**config.mk**
```make
export PLATFORM = sky130hd
export DESIGN_NAME = mul_div_unit_flat
export DESIGN_NICKNAME = d
export VERILOG_FILES = /design/src/rtl/mul_div_unit_pkg.sv /design/src/rtl/mul_div_unit_if.sv /design/src/rtl/mul_div_unit_step.sv /design/src/rtl/mul_div_unit.sv /design/src/flat_wrapper.sv
export SDC_FILE = /design/constraint.sdc
export NUM_CORES = 1
export LEC_CHECK = 0
export ABC_AREA = 0
export CAP_MARGIN = 20
export CORE_MARGIN = 1
export CORE_UTILIZATION = 56
export DETAILED_ROUTE_END_ITERATION = 6
export PLACE_DENSITY_LB_ADDON = 0.15
export SYNTH_ARGS = -nofsm -noshare
export SYNTH_HDL_FRONTEND = slang
export SYNTH_SLANG_ARGS = --single-unit
```
**constraint.sdc**
```tcl
create_clock -name clk -period 5.6 [get_ports clk]
set_clock_uncertainty 0.15 [all_clocks]
set_input_delay 0.56 -clock clk [delete_from_list [all_inputs] [get_ports clk]]
set_output_delay 0.56 -clock clk [all_outputs]
set_load 0.1 [all_outputs]
```
**src/rtl/mul_div_unit_pkg.sv**
```systemverilog
// Shared definitions for the HI/LO multiply/divide unit: op encodings, FSM states
// and a magnitude helper used when latching signed operands.
package mips_pkg;

  localparam int MD_W = 32;

  localparam logic [2:0] MD_MULT  = 3'd0;
  localparam logic [2:0] MD_MULTU = 3'd1;
  localparam logic [2:0] MD_DIV   = 3'd2;
  localparam logic [2:0] MD_DIVU  = 3'd3;
  localparam logic [2:0] MD_MTHI  = 3'd4;
  localparam logic [2:0] MD_MTLO  = 3'd5;

  typedef enum logic [1:0] {
    IDLE,
    RUN,
    FINISH
  } md_state_t;

  // 0x80000000 maps to itself, which the unsigned datapath reads as 2^31.
  function automatic logic [MD_W-1:0] md_abs(input logic [MD_W-1:0] v);
    return v[MD_W-1] ? (~v + 1'b1) : v;
  endfunction

endpackage

```
**src/rtl/mul_div_unit_if.sv**
```systemverilog
// Request/response bundle between the execute-stage control path and the HI/LO unit.
interface md_if;
  import mips_pkg::*;

  logic            start;
  logic [2:0]      op;
  logic [MD_W-1:0] a;
  logic [MD_W-1:0] b;
  logic            flush;
  logic            busy;
  logic            done;
  logic [MD_W-1:0] hi;
  logic [MD_W-1:0] lo;

  modport master (output start, op, a, b, flush, input busy, done, hi, lo);
  modport slave  (input start, op, a, b, flush, output busy, done, hi, lo);

endinterface

```
**src/rtl/mul_div_unit_step.sv**
```systemverilog
// One iteration of the magnitude datapath: shift-add multiply or restoring divide.
// acc is the upper half (partial product / remainder), part the lower half (multiplier / quotient).
module md_step #(
  parameter int W = 32
) (
  input  logic         is_div,
  input  logic [W-1:0] acc,
  input  logic [W-1:0] opnd,
  input  logic [W-1:0] part,
  output logic [W-1:0] acc_nxt,
  output logic [W-1:0] part_nxt
);

  logic [W:0] sum;
  logic [W:0] shifted;
  logic       ge;

  always_comb begin
    sum     = {1'b0, acc} + {1'b0, (part[0] ? opnd : {W{1'b0}})};
    shifted = {acc, part[W-1]};
    ge      = (shifted >= {1'b0, opnd});
    if (is_div) begin
      // When ge holds the true difference is below 2^W, so a W-bit subtract is exact.
      acc_nxt  = ge ? (shifted[W-1:0] - opnd) : shifted[W-1:0];
      part_nxt = {part[W-2:0], ge};
    end else begin
      acc_nxt  = sum[W:1];
      part_nxt = {sum[0], part[W-1:1]};
    end
  end

endmodule

```
**src/rtl/mul_div_unit.sv**
```systemverilog
// Iterative HI/LO unit: MULT/MULTU/DIV/DIVU in 33 busy cycles, MTHI/MTLO in one.
// Owns the architectural HI/LO registers; flush aborts without touching them.
module mul_div_unit
  import mips_pkg::*;
#(
  parameter int WIDTH = 32,
  parameter int ITER  = 32
) (
  input logic clk,
  input logic reset_n,
  md_if.slave md
);

  localparam int               CNT_W = $clog2(ITER);
  localparam logic [CNT_W-1:0] LAST  = CNT_W'(ITER - 1);

  md_state_t          state_q, state_d;
  logic [CNT_W-1:0]   count_q, count_d;
  logic               busy_q, busy_d;
  logic               done_q, done_d;
  logic [WIDTH-1:0]   hi_q, hi_d;
  logic [WIDTH-1:0]   lo_q, lo_d;

  logic [WIDTH-1:0]   acc_q, acc_d;
  logic [WIDTH-1:0]   part_q, part_d;
  logic [WIDTH-1:0]   opnd_q, opnd_d;
  logic               is_div_q, is_div_d;
  logic               neg_lo_q, neg_lo_d;
  logic               neg_hi_q, neg_hi_d;
  logic               dz_q, dz_d;

  logic [WIDTH-1:0]   acc_step, part_step;
  logic               is_signed;
  logic [WIDTH-1:0]   a_mag, b_mag;
  logic [2*WIDTH-1:0] prod_fix;

  function automatic logic [WIDTH-1:0] neg_if(input logic n, input logic [WIDTH-1:0] v);
    return n ? (~v + 1'b1) : v;
  endfunction

  function automatic logic [2*WIDTH-1:0] neg_wide_if(input logic n, input logic [2*WIDTH-1:0] v);
    return n ? (~v + 1'b1) : v;
  endfunction

  md_step #(.W(WIDTH)) u_step (
    .is_div   (is_div_q),
    .acc      (acc_q),
    .opnd     (opnd_q),
    .part     (part_q),
    .acc_nxt  (acc_step),
    .part_nxt (part_step)
  );

  always_comb begin
    state_d  = state_q;
    count_d  = count_q;
    busy_d   = busy_q;
    done_d   = 1'b0;
    hi_d     = hi_q;
    lo_d     = lo_q;
    acc_d    = acc_q;
    part_d   = part_q;
    opnd_d   = opnd_q;
    is_div_d = is_div_q;
    neg_lo_d = neg_lo_q;
    neg_hi_d = neg_hi_q;
    dz_d     = dz_q;

    is_signed = (md.op == MD_MULT) || (md.op == MD_DIV);
    a_mag     = is_signed ? md_abs(md.a) : md.a;
    b_mag     = is_signed ? md_abs(md.b) : md.b;
    prod_fix  = neg_wide_if(neg_lo_q, {acc_q, part_q});

    case (state_q)
      IDLE: begin
        if (md.start && !md.flush) begin
          case (md.op)
            MD_MULT, MD_MULTU, MD_DIV, MD_DIVU: begin
              state_d  = RUN;
              count_d  = '0;
              busy_d   = 1'b1;
              is_div_d = md.op[1];
              acc_d    = '0;
              part_d   = md.op[1] ? a_mag : b_mag;
              opnd_d   = md.op[1] ? b_mag : a_mag;
              neg_lo_d = is_signed && (md.a[WIDTH-1] ^ md.b[WIDTH-1]);
              neg_hi_d = is_signed && md.a[WIDTH-1];
              dz_d     = (md.b == '0);
            end
            MD_MTHI: begin
              hi_d   = md.a;
              done_d = 1'b1;
            end
            MD_MTLO: begin
              lo_d   = md.a;
              done_d = 1'b1;
            end
            default: ;
          endcase
        end
      end
      RUN: begin
        acc_d   = acc_step;
        part_d  = part_step;
        count_d = count_q + 1'b1;
        if (count_q == LAST) state_d = FINISH;
      end
      FINISH: begin
        // Divide by zero leaves |a| in acc, so the remainder fix-up restores the raw a.
        if (is_div_q) begin
          lo_d = dz_q ? '1 : neg_if(neg_lo_q, part_q);
          hi_d = neg_if(neg_hi_q, acc_q);
        end else begin
          {hi_d, lo_d} = prod_fix;
        end
        state_d = IDLE;
        busy_d  = 1'b0;
        done_d  = 1'b1;
        count_d = '0;
      end
      default: state_d = IDLE;
    endcase

    if (md.flush && (state_q != IDLE)) begin
      state_d = IDLE;
      busy_d  = 1'b0;
      done_d  = 1'b0;
      count_d = '0;
      hi_d    = hi_q;
      lo_d    = lo_q;
    end
  end

  always_ff @(posedge clk or negedge reset_n) begin
    if (!reset_n) begin
      state_q <= IDLE;
      count_q <= '0;
      busy_q  <= 1'b0;
      done_q  <= 1'b0;
      hi_q    <= '0;
      lo_q    <= '0;
    end else begin
      state_q <= state_d;
      count_q <= count_d;
      busy_q  <= busy_d;
      done_q  <= done_d;
      hi_q    <= hi_d;
      lo_q    <= lo_d;
    end
  end

  // Datapath registers are reloaded on every accepted op, so they carry no reset.
  always_ff @(posedge clk) begin
    acc_q    <= acc_d;
    part_q   <= part_d;
    opnd_q   <= opnd_d;
    is_div_q <= is_div_d;
    neg_lo_q <= neg_lo_d;
    neg_hi_q <= neg_hi_d;
    dz_q     <= dz_d;
  end

  assign md.busy = busy_q;
  assign md.done = done_q;
  assign md.hi   = hi_q;
  assign md.lo   = lo_q;

endmodule
```
**src/flat_wrapper.sv**
```systemverilog
// flat-port wrapper written by rule: the top's interface ports become plain ports
module mul_div_unit_flat import mips_pkg::*;
#(
  parameter int WIDTH = 32,
  parameter int ITER  = 32
)
  (clk, reset_n, md_start, md_op, md_a, md_b, md_flush, md_busy, md_done, md_hi, md_lo);
  md_if md_i ();
  input logic clk;
  input logic reset_n;
  input wire logic [$bits(md_i.start)-1:0] md_start;
  input wire logic [$bits(md_i.op)-1:0] md_op;
  input wire logic [$bits(md_i.a)-1:0] md_a;
  input wire logic [$bits(md_i.b)-1:0] md_b;
  input wire logic [$bits(md_i.flush)-1:0] md_flush;
  output wire logic [$bits(md_i.busy)-1:0] md_busy;
  output wire logic [$bits(md_i.done)-1:0] md_done;
  output wire logic [$bits(md_i.hi)-1:0] md_hi;
  output wire logic [$bits(md_i.lo)-1:0] md_lo;
  assign md_i.start = md_start;
  assign md_i.op = md_op;
  assign md_i.a = md_a;
  assign md_i.b = md_b;
  assign md_i.flush = md_flush;
  assign md_busy = md_i.busy;
  assign md_done = md_i.done;
  assign md_hi = md_i.hi;
  assign md_lo = md_i.lo;
  mul_div_unit #(.WIDTH(WIDTH), .ITER(ITER)) u_core (.clk(clk), .reset_n(reset_n), .md(md_i));
endmodule
```
==> metrics.csv <==
stage;metric;value;unit
timing;final_max_slew_viol_count;0;
synthesis;yosys_warnings;0;
critical_path;crit_buf_inv;2;
finish;multi_input_area;9570;um^2
die;core;26100;um^2
place;gp_congestion;0.962;
cts;cts_made_buffers;17;
cts;clkTransAtPathRegs;0.08;ns
route;drt_pass1_iterations;7;
place;post-place-ws;1.36;ns
timing;setup_viol;0;
route;drc_errors;14;
synthesis;avgSynthCellArea;8.40;um^2
critical_path;crit_fanout;31;
global_routing;grt_use_total;37.3;%
cts;cts-root-buf;clkbuf_16;
synthesis;ys_ff_latch;173;
cts;hold_buffers;0;
cts;insertion_delay;0.45;ns
outcome;status;finished, violations left;
die;start_util;57.3;%
power_and_ir_drop;total_power;5.16;mW
synthesis;synth_cells;1783;
critical_path;crit_type;register to register;
critical_path;startpoint_type;register;
finish;fill_cells;2226;
critical_path;cpMaxStageDelayCell;edfxtp_1;
finish;drive_gt1_share;5.41;%
route;vias;14600;
critical_path;endpoint_kind;register;
synthesis;synth_flop_cell;edfxtp_1;
power_and_ir_drop;ir_drop;245;uV
synthesis;async_reset_ff_share;42.2;%
die;die_w;166;um
global_routing;gr-total-overflow;0;
cts;cts_sinks;173;
critical_path;cp.arrival;4.37;ns
finish;antenna_cells;0;
finish;regArea;4830;um^2
route;drt_iter0_drc;1774;
timing;setup_slack;1.27;ns
synthesis;synth.distinct_cells;74;
synthesis;yosys-top-cells-area;edfxtp_1 (20%), dfrtp_1 (12%), mux2i_1 (7.6%), xnor2_1 (6.2%), ha_1 (5.8%);
place;port_buffers;136;
outcome;violations;DRC;
synthesis;synthDominantCellAreaShare;20.0;%
route;final_antenna_net_count;0;
route;wirelength;51300;um
cts;postCtsSetupRepairBufs;0;
finish;syn2layout_area_growth;14.3;%
route;via_per_inst;6.62;
critical_path;crit_family;compound AO/OA/AOI/OAI gates;
timing;min_period;4.33;ns
finish;nets;1996;
synthesis;syn_nets;1926;
job;drv_cap;0;
cts;cts_resized;0;
synthesis;synth_area;15000;um^2
global_routing;grt_max_degree;74;
global_routing;grt_pass1_wl;76500;um
cts;tritoncts;done;
timing;rsz0062_at_grt;no;
timing;hold_violations;0;
cts;cts_buffer_depth;2;
die;placementRows;59;
cts;cts_max_level;4;
critical_path;required;5.65;ns
die;dieArea;27400;um^2
place;dp_hpwl;39500;um
timing;worst_slew_pin_slew;1.08;ns
critical_path;worstPathCellList;clkinv_1 > buf_4 > nor2_1 > fa_1 > a211oi_1 > o21ai_0 > a211oi_1 > o21ai_0 > o221a_2 > a22oi_1 > mux2i_1 > o21bai_1 > o211ai_1;
global_routing;antenna_found_initial;2;
power_and_ir_drop;power_density;301;nW/um^2
synthesis;seq_area_frac_synth;32.2;%
die;dieHeight;166;um
die;ios;137;
critical_path;slowest_delay;0.49;ns
hold_path;hold_class;input port to asynchronous set/reset pin;
global_routing;grt_pass1_vias;13300;
timing;fin_crit_sh;77.3;%
synthesis;synth_edf_count;100;
timing;setup_tns;0;ns
timing;slew-limit-headroom;28.2;%
power_and_ir_drop;p_leak;6.90;nW
route;wl_per_cell;23.3;um
synthesis;synth_top_area_cell;edfxtp_1;
timing;clock.fmax;231;MHz
[power breakdown]
part,leakage (nW),total [mW],switching [mW],internal [mW]
sequential,1.86,1.71,0.170,1.54
clock,0.290,1.21,0.603,0.607
combinational,4.75,2.23,1.57,0.663
total,6.90,5.16,2.34,2.81
[cells by family (layout without fill, tap and decap cells)]
logic type / count (synthesis) / after routing / share of synthesized area [%]
xor gates and xnor gates: 170 / 170 / 9.94
buffers and inverters: 161 / 244 / 4.10
muxes: 118 / 118 / 7.92
DFF: 173 / 173 / 32.2
and+or+nand+nor: 554 / 554 / 17.7
adders and majority gates: 72 / 72 / 6.11
AOI/OAI and AO/OA: 535 / 535 / 22.0
[worst paths after layout]
check | startpoint | slack (ns) | end | depth (start not counted)
max | u_core.part_q[0]$_DFFE_PP_ | 1.27 | u_core.acc_q[29]$_SDFFCE_PN0P_ | 13
min | reset_n | 0.08 | u_core.md.hi[20]$_DFFE_PN0P_ | 1
max reg2reg | u_core.part_q[0]$_DFFE_PP_ | 1.27 | u_core.acc_q[29]$_SDFFCE_PN0P_ | 13
min reg2reg | u_core.md.lo[12]$_DFFE_PN0P_ | 0.34 | u_core.md.lo[12]$_DFFE_PN0P_ | 2
max in group asynchronous | reset_n | 4.59 | u_core.md.lo[10]$_DFFE_PN0P_ | 1
min in group clk | u_core.md.lo[12]$_DFFE_PN0P_ | 0.34 | u_core.md.lo[12]$_DFFE_PN0P_ | 2
[per-stage QoR]
stage / instances / util (%) / hold slack (ns) / instance area [um^2]
after floorplan: 1783 / - / 0.114 / 15000
after global placement: 2168 / 63.2 / 0.313 / 16500
after detailed placement: 2168 / 63.2 / 0.323 / 16500
after CTS: 2200 / 65.4 / 0.131 / 17100
after global routing: 2201 / 65.5 / 0.183 / 17100
final: 2201 / 65.5 / 0.0847 / 17100
[synth_stat cells, types with 3 or more instances]
master	count
nor2_1	166
nand2_1	160
o21ai_0	153
a21oi_1	135
mux2i_1	114
xnor2_1	106
edfxtp_1	100
clkbuf_1	79
dfrtp_1	73
ha_1	70
xor2_1	64
inv_1	57
o22ai_1	52
a21o_1	33
o31ai_1	33
or3_1	31
nor3_1	30
nand3_1	29
nand2b_1	21
or2_2	20
buf_1	18
a211oi_1	17
a31oi_1	17
nand4_1	17
and3_1	16
o21a_1	14
nor4_1	12
or4_1	12
o211ai_1	11
o21bai_1	11
and2_1	10
nor2b_1	10
o41ai_1	10
a221o_1	6
a221oi_1	5
a22o_1	5
buf_2	5
nor3b_1	5
mux2_2	4
a22oi_1	3
a311oi_1	3
a31o_2	3
or3_2	3
[routing by layer]
layer,GRT usage [%],up-vias,routed length (um)
met5,0,-,0
met2,59.2,756,23600
met3,6.99,123,5050
met4,13.0,0,1790
met1,50.8,7009,20900
li1,-,6674,-
[layout by cell type (no fill, tap or decap), types with 19 or more instances in the layout]
master           synthesis  layout
or2_2                   20      20
inv_1                   57      57
nand3_1                 29      29
or3_1                   31      31
o21ai_0                153     152
clkdlybuf4s50_1          0     134
a21oi_1                135     135
o22ai_1                 52      52
ha_1                    70      70
nand2_1                160     160
nor3_1                  30      30
a21o_1                  33      33
xor2_1                  64      64
dfrtp_1                 73      73
edfxtp_1               100     100
xnor2_1                106     106
nor2_1                 166     165
buf_4                    1      19
nand2b_1                21      21
o31ai_1                 33      33
mux2i_1                114     114
[sequential cells by signal (all words and copies together), names as in the netlist]
name / flops
u_core.count_q: 5
u_core.neg_lo_q: 1
u_core.opnd_q: 32
u_core.acc_q: 32
u_core.md.lo: 32
u_core.neg_hi_q: 1
u_core.dz_q: 1
u_core.state_q: 2
u_core.is_div_q: 1
u_core.part_q: 32
u_core.md.done: 1
u_core.md.busy: 1
u_core.md.hi: 32
[cell type report]
class | count | share of cell area, %
Clock inverter | 14 | 0.833
Inverter | 58 | 1.27
Sequential cell | 173 | 28.2
Timing Repair Buffer | 154 | 8.82
Multi-Input combinational cell | 1449 | 55.9
Tap cell | 335 | 2.45
Clock buffer | 18 | 2.56
Power figures use the tool's default switching activity.
